==> src/rtl/mod_addsub_pipe.sv <==
// Three-stage pipelined modular add/subtract: (a +/- b) mod q with valid/ready streaming.
// Optional range checking of operands against q is enabled by defining MODADDSUB_RANGE_CHK_EN.
module mod_addsub_pipe #(
  parameter int unsigned WIDTH = 128
) (
  input  logic             clk,
  input  logic             rst,
  input  logic [WIDTH-1:0] q,
  input  logic             in_valid,
  output logic             in_ready,
  input  logic             in_sub,
  input  logic [WIDTH-1:0] in_a,
  input  logic [WIDTH-1:0] in_b,
  output logic             out_valid,
  input  logic             out_ready,
  output logic [WIDTH-1:0] out_r,
  output logic             out_err
);

  logic             advance;
  logic [WIDTH-1:0] b_eff;

  logic             s1_valid;
  logic             s1_sub;
  logic             s1_cin;
  logic [WIDTH-1:0] s1_p;
  logic [WIDTH-1:0] s1_g;

  logic [WIDTH-1:0] c;
  logic             carry;
  logic [WIDTH-1:0] carry_in;
  logic [WIDTH-1:0] raw_c;

  logic             s2_valid;
  logic             s2_sub;
  logic             s2_co;
  logic [WIDTH-1:0] s2_raw;

  logic [WIDTH-1:0] corr_c;

  // All stages shift together; a full output held by the sink freezes the pipe.
  assign advance  = !out_valid || out_ready;
  assign in_ready = advance;

  assign b_eff = in_sub ? ~in_b : in_b;

  // Stage 1: propagate/generate vectors
  always_ff @(posedge clk) begin
    if (rst) begin
      s1_valid <= 1'b0;
      s1_sub   <= 1'b0;
      s1_cin   <= 1'b0;
      s1_p     <= '0;
      s1_g     <= '0;
    end else if (advance) begin
      s1_valid <= in_valid;
      s1_sub   <= in_sub;
      s1_cin   <= in_sub;
      s1_p     <= in_a ^ b_eff;
      s1_g     <= in_a & b_eff;
    end
  end

  // Ripple carry chain, one bit at a time
  always_comb begin
    c     = '0;
    carry = s1_cin;
    for (int i = 0; i < int'(WIDTH); i++) begin
      c[i]  = s1_g[i] | (s1_p[i] & carry);
      carry = c[i];
    end
  end

  assign carry_in = {c[WIDTH-2:0], s1_cin};
  assign raw_c    = s1_p ^ carry_in;

  // Stage 2: raw sum and carry-out
  always_ff @(posedge clk) begin
    if (rst) begin
      s2_valid <= 1'b0;
      s2_sub   <= 1'b0;
      s2_co    <= 1'b0;
      s2_raw   <= '0;
    end else if (advance) begin
      s2_valid <= s1_valid;
      s2_sub   <= s1_sub;
      s2_co    <= c[WIDTH-1];
      s2_raw   <= raw_c;
    end
  end

  // For subtraction co=0 signals a borrow; for addition co=1 means raw wrapped past 2^WIDTH.
  always_comb begin
    corr_c = s2_raw;
    if (s2_sub) begin
      if (!s2_co) corr_c = s2_raw + q;
    end else begin
      if (s2_co || (s2_raw >= q)) corr_c = s2_raw - q;
    end
  end

  // Stage 3: corrected result; out_r only updates on real beats
  always_ff @(posedge clk) begin
    if (rst) begin
      out_valid <= 1'b0;
      out_r     <= '0;
    end else if (advance) begin
      out_valid <= s2_valid;
      if (s2_valid) out_r <= corr_c;
    end
  end

`ifdef MODADDSUB_RANGE_CHK_EN
  logic bad_c;
  logic s1_bad;
  logic s2_bad;
  logic s3_bad;

  assign bad_c = (in_a >= q) || (in_b >= q);

  // Range flag rides along with its beat and sets a sticky error on transfer out
  always_ff @(posedge clk) begin
    if (rst) begin
      s1_bad  <= 1'b0;
      s2_bad  <= 1'b0;
      s3_bad  <= 1'b0;
      out_err <= 1'b0;
    end else begin
      if (advance) begin
        s1_bad <= bad_c;
        s2_bad <= s1_bad;
        s3_bad <= s2_bad;
      end
      if (out_valid && out_ready && s3_bad) out_err <= 1'b1;
    end
  end
`else
  assign out_err = 1'b0;
`endif

endmodule
==> config.mk <==
export PLATFORM = sky130hd
export DESIGN_NAME = mod_addsub_pipe
export DESIGN_NICKNAME = d
export VERILOG_FILES = /design/src/rtl/mod_addsub_pipe.sv
export SDC_FILE = /design/constraint.sdc
export NUM_CORES = 2
export LEC_CHECK = 0
export ABC_AREA = 0
export CAP_MARGIN = 20
export CORE_MARGIN = 1
export CORE_UTILIZATION = 62
export DETAILED_ROUTE_END_ITERATION = 6
export GPL_TIMING_DRIVEN = 0
export PLACE_DENSITY = 0.87
export SYNTH_ARGS = -nofsm -noshare
export SYNTH_HDL_FRONTEND = slang
export SYNTH_SLANG_ARGS = --single-unit
==> constraint.sdc <==
create_clock -name clk -period 157 [get_ports clk]
set_input_delay 31.4 -clock clk [delete_from_list [all_inputs] [get_ports clk]]
set_output_delay 31.4 -clock clk [all_outputs]
set_load 0.02 [all_outputs]
==> flow_metrics.env, run 1 <==
export IMPL_outcome="did not finish"
export IMPL_lastStage="global routing"
export IMPL_error="[ERROR GRT-0232] Routing congestion too high. Check the congestion heatmap in the GUI."
export IMPL_synth_flop_cell="dfxtp_1"
export IMPL_cts_root_buf="clkbuf_16"
export IMPL_synthAdderAreaFrac_pct=14.79
export IMPL_synth_edf_count=0
export IMPL_cts_max_path_buffers=3
export IMPL_antenna_found_initial=18
export IMPL_hpwl_um=169700
export IMPL_synth_fp_nets=6936
export IMPL_syn_inst=6034
export IMPL_ys_async_sr_fraction_pct=0
export IMPL_synthMuxAreaShare_pct=0.8282
export IMPL_syn_area_per_cell_um2=7.211
export IMPL_syn_area_um2=43510
export IMPL_grt_ovfl_total=32
export IMPL_grt_max_degree=17
export IMPL_synth_compound_area_share_pct=26.52
export IMPL_gp_congestion=1.294
export IMPL_ys_types=99
export IMPL_cts_hold_buf=0
export IMPL_ys_seq_area_share_pct=23.83
export IMPL_synth_top_family_by_area="compound AO/OA/AOI/OAI gates"
export IMPL_io_pins=520
export IMPL_yosysWarnings=0
export IMPL_synthXorXnorAreaFrac_pct=6.904
export IMPL_initial_core_util_pct=63.00
export IMPL_post_cts_buffers=0
export IMPL_track_usage_pct=75.48
export IMPL_die_w_um=266.9
export IMPL_ctsHtreeMaxLevel=2
export IMPL_io_buffers=517
export IMPL_cts_buffers=55
export IMPL_place_ws_ns=91.64
export IMPL_cts_sinks=518
export IMPL_die_h_um=266.9
export IMPL_fp_row_count=96
export IMPL_synth_simple_area_share_pct=21.34
export IMPL_ys_seq_elements=518
export IMPL_cts_resized_gates=0
Yosys cell counts (all sizes together) (73+ instances only):
master	n	area (um2)
inv	276	1036
xnor2	200	1752
ha	511	6394
a21oi	871	4374
o211ai	93	716.9
or2	139	869.6
o31ai	73	558.0
nand2	1177	4418
o21bai	76	570.6
nand4	93	581.8
o21ai	324	1633
dfxtp	518	10370
nor2	331	1252
xor2	143	1252
clkbuf	271	1017
nor4	90	581.8
buf	95	449.2
per-stage QoR:
stage | cells | utilization (%) | area (um2)
2_1_floorplan | 6034 | - | 43510
3_3_place_gp | 7482 | 72.18 | 49850
3_5_place_dp | 7492 | 72.41 | 50010
4_1_cts | 7592 | 75.32 | 52020
cell families after synthesis:
| family | Yosys count |
|---|---|
| buf+inv | 646 |
| simple gates | 2099 |
| fa+ha+maj | 513 |
| other cells | 1 |
| xor+xnor | 343 |
| compound gates | 1879 |
| mux | 35 |
| flops | 518 |
routing by layer:
metal	track usage (%)	GRT overflow
met1	76.97	0
met2	88.84	14
met3	62.80	0
met4	71.53	18
met5	38.81	0
==> inputs of run 2 (changes only) <==
--- a/config.mk
+++ b/config.mk
@@ -8,10 +8,10 @@
 export ABC_AREA = 0
 export CAP_MARGIN = 20
 export CORE_MARGIN = 1
-export CORE_UTILIZATION = 62
+export CORE_UTILIZATION = 40
 export DETAILED_ROUTE_END_ITERATION = 6
 export GPL_TIMING_DRIVEN = 0
-export PLACE_DENSITY = 0.87
+export PLACE_DENSITY_LB_ADDON = 0.15
 export SYNTH_ARGS = -nofsm -noshare
 export SYNTH_HDL_FRONTEND = slang
 export SYNTH_SLANG_ARGS = --single-unit
==> flow_metrics.env, run 2 <==
export IMPL_ff2ff_path_depth=257
export IMPL_path_delay_family="buffers and inverters"
export IMPL_dr_pass1_iters=6
export IMPL_critical_path_slowest_cell="clkdlybuf4s50_1"
export IMPL_cp_num_cells=7
export IMPL_internal_power_mw=0.3078
export IMPL_rr_endpoint="s2_co"
export IMPL_syn_area_per_cell_um2=7.211
export IMPL_pwr_share_clk_pct=30.6
export IMPL_die_w_um=331.8
export IMPL_fin_skew_ns=0.05823
export IMPL_holdPathEnd="s1_g[51]"
export IMPL_gp_congestion=1.090
export IMPL_syn_area_um2=43510
export IMPL_track_usage_pct=41.99
export IMPL_p_sw_mw=0.2268
export IMPL_outcome="completed"
export IMPL_p_seq_share_pct=30.3
export IMPL_combinationalPowerShare_pct=39.2
export IMPL_swShare_pct=42.42
export IMPL_cts_resized_gates=0
export IMPL_fin_crit_sh_pct=41.68
export IMPL_initial_core_util_pct=40.47
export IMPL_io_pins=520
export IMPL_syn_inst=6034
export IMPL_cp_start_kind="input pin"
export IMPL_vias_per_cell=6.168
export IMPL_core_um2=107500
export IMPL_finalSetupViolCount=0
export IMPL_r2r_start="s1_p[0]"
export IMPL_crit_path_end_kind="output pin"
export IMPL_path_cells="clkdlybuf4s50_1 > nor2b_1 > clkbuf_1 > inv_1 > clkbuf_1 > clkbuf_1 > clkdlybuf4s50_1"
export IMPL_ys_types=99
export IMPL_ys_seq_elements=518
export IMPL_drv_cap=0
export IMPL_die_h_um=331.8
export IMPL_drt_total_wl_um=240900
export IMPL_ys_async_sr_fraction_pct=0
export IMPL_clkSlewWorstSetupHoldPaths_ns=0.06
export IMPL_post_route_drc_count=0
export IMPL_vdd_ir_drop_max_mv=0.007592
export IMPL_ant_nets=0
export IMPL_hpwl_um=199300
export IMPL_die_area_um2=110100
export IMPL_clock_latency_ns=0.68
export IMPL_crit_top_cell="clkbuf_1"
export IMPL_critPathMaxFanout=10
export IMPL_cpPeakStageDelay_ns=0.70
export IMPL_grt_pass1_vias=46760
export IMPL_min_from="s1_g[51]"
export IMPL_synth_edf_count=0
export IMPL_synth_common_cells="1177 x nand2_1, 869 x a21oi_1, 518 x dfxtp_1"
export IMPL_drive_gt1_share_pct=5.707
export IMPL_yosysTopAreaCell="dfxtp_1"
export IMPL_nNetsFinal=7550
export IMPL_vias=49960
export IMPL_worstHoldPathType="flop to flop"
export IMPL_cts_sinks=518
export IMPL_seq_area_um2=10370
export IMPL_fill_cells=11100
export IMPL_ys_seq_area_share_pct=23.83
export IMPL_totalPowerFinal_mw=0.5346
export IMPL_drv_slew=0
export IMPL_arrival_ns=34.03
export IMPL_fmax_ghz=0.01528
export IMPL_fp_row_count=120
export IMPL_area_growth_pct=21.95
export IMPL_ctsHtreeMaxLevel=3
export IMPL_synth_flop_cell="dfxtp_1"
export IMPL_grt_max_degree=13
export IMPL_multi_input_area_um2=30640
export IMPL_period_minus_slack_ns=65.43
export IMPL_critPathBufInv=6
export IMPL_netlist_area_leader_share_pct=23.83
export IMPL_final_cell_mix="1177 x nand2_1, 869 x a21oi_1, 518 x dfxtp_1"
export IMPL_tightest_slew_ns=1.322
export IMPL_cp_required_ns=125.60
export IMPL_cts_max_path_buffers=3
export IMPL_cts_buffers=66
export IMPL_r2r_slack_ns=98.90
export IMPL_power_density_nw_per_um2=10.07
export IMPL_final_common_cell="nand2_1"
export IMPL_post_cts_buffers=0
export IMPL_synthTopCellsByArea="dfxtp_1 24%, ha_1 15%, nand2_1 10%"
export IMPL_drt_iter0_drc=6376
export IMPL_antenna_found_initial=9
export IMPL_crit_type="input pin to output pin"
export IMPL_wl_per_cell_um=29.74
export IMPL_synth_fp_nets=6936
export IMPL_slew_headroom_pct=11.14
export IMPL_final_setup_tns_ns=0
export IMPL_yosysWarnings=0
export IMPL_cts_hold_buf=0
export IMPL_tritoncts="done"
export IMPL_grt_ovfl_total=0
export IMPL_yosysMostFrequentCell="nand2_1"
export IMPL_grt_pass1_wl_um=336100
export IMPL_io_buffers=517
export IMPL_rsz0062_at_grt="no"
export IMPL_hold_violations=0
export IMPL_cts_root_buf="clkbuf_16"
export IMPL_hold_depth=2
export IMPL_p_leak_nw=22.03
run 2: metrics by stage:
step	setup slack (ns)	hold WS [ns]	utilization (%)	cell area [um2]	cells
6_report	91.57	0.4434	49.36	53060	8099
5_1_grt	91.46	0.4575	49.36	53060	8097
4_1_cts	91.59	0.4469	49.31	53010	8092
3_5_place_dp	91.61	0.4389	47.23	50770	7978
3_3_place_gp	91.59	0.4341	46.92	50440	7954
2_1_floorplan	93.30	0.4272	-	43510	6034
run 2: layout make-up:
cell class,count,area share [%]
antenna,2,0.009432
buffer,366,2.768
clock buffer,91,3.553
clock inverter,23,0.6673
inverter,280,1.981
multi-input combinational,4870,57.75
sequential,518,19.54
tap,1403,3.308
timing repair buffer,546,10.42
run 2: worst max path at each step:
stage / start / slack (ns) / to
finish: out_ready / 91.57 / in_ready
global route: out_ready / 91.46 / in_ready
CTS: out_ready / 91.59 / in_ready
detailed placement: out_ready / 91.61 / in_ready
global placement: out_ready / 91.59 / in_ready
floorplan: out_ready / 93.30 / in_ready
run 2: routing by layer:
metal,GRT usage (%),up-vias,wire length [um]
li1,-,22520,-
met1,58.38,23780,102200
met2,60.32,3093,96500
met3,10.40,556,29470
met4,19.55,8,12680
met5,0,-,53
run 2: worst reg2reg max path, delay by kind of cell (launching register included):
kind                       cells  cell delay, ns
AOI/OAI and AO/OA              1            0.10
adders and majority gates    128           22.43
DFF                            1            0.35
and+or+nand+nor              128           35.12
run 2: cells by family after synthesis:
kind of cell    share of synthesized area [%]
simple gates                            21.34
other cells                          0.008618
buf+inv                                 5.786
fa+ha+maj                               14.79
compound gates                          26.52
flops                                   23.83
mux                                    0.8282
xor+xnor                                6.904
run 2: power groups by stage:
stage                     Sequential (mW)  Clock (mW)  Combinational, mW
after floorplan                     0.154           0              0.118
after global placement              0.162           0              0.199
after detailed placement            0.162           0              0.199
after global routing                0.161       0.169              0.220
final                               0.162       0.163              0.209
after CTS                           0.160       0.164              0.201
(Power assumes the default switching activity.)
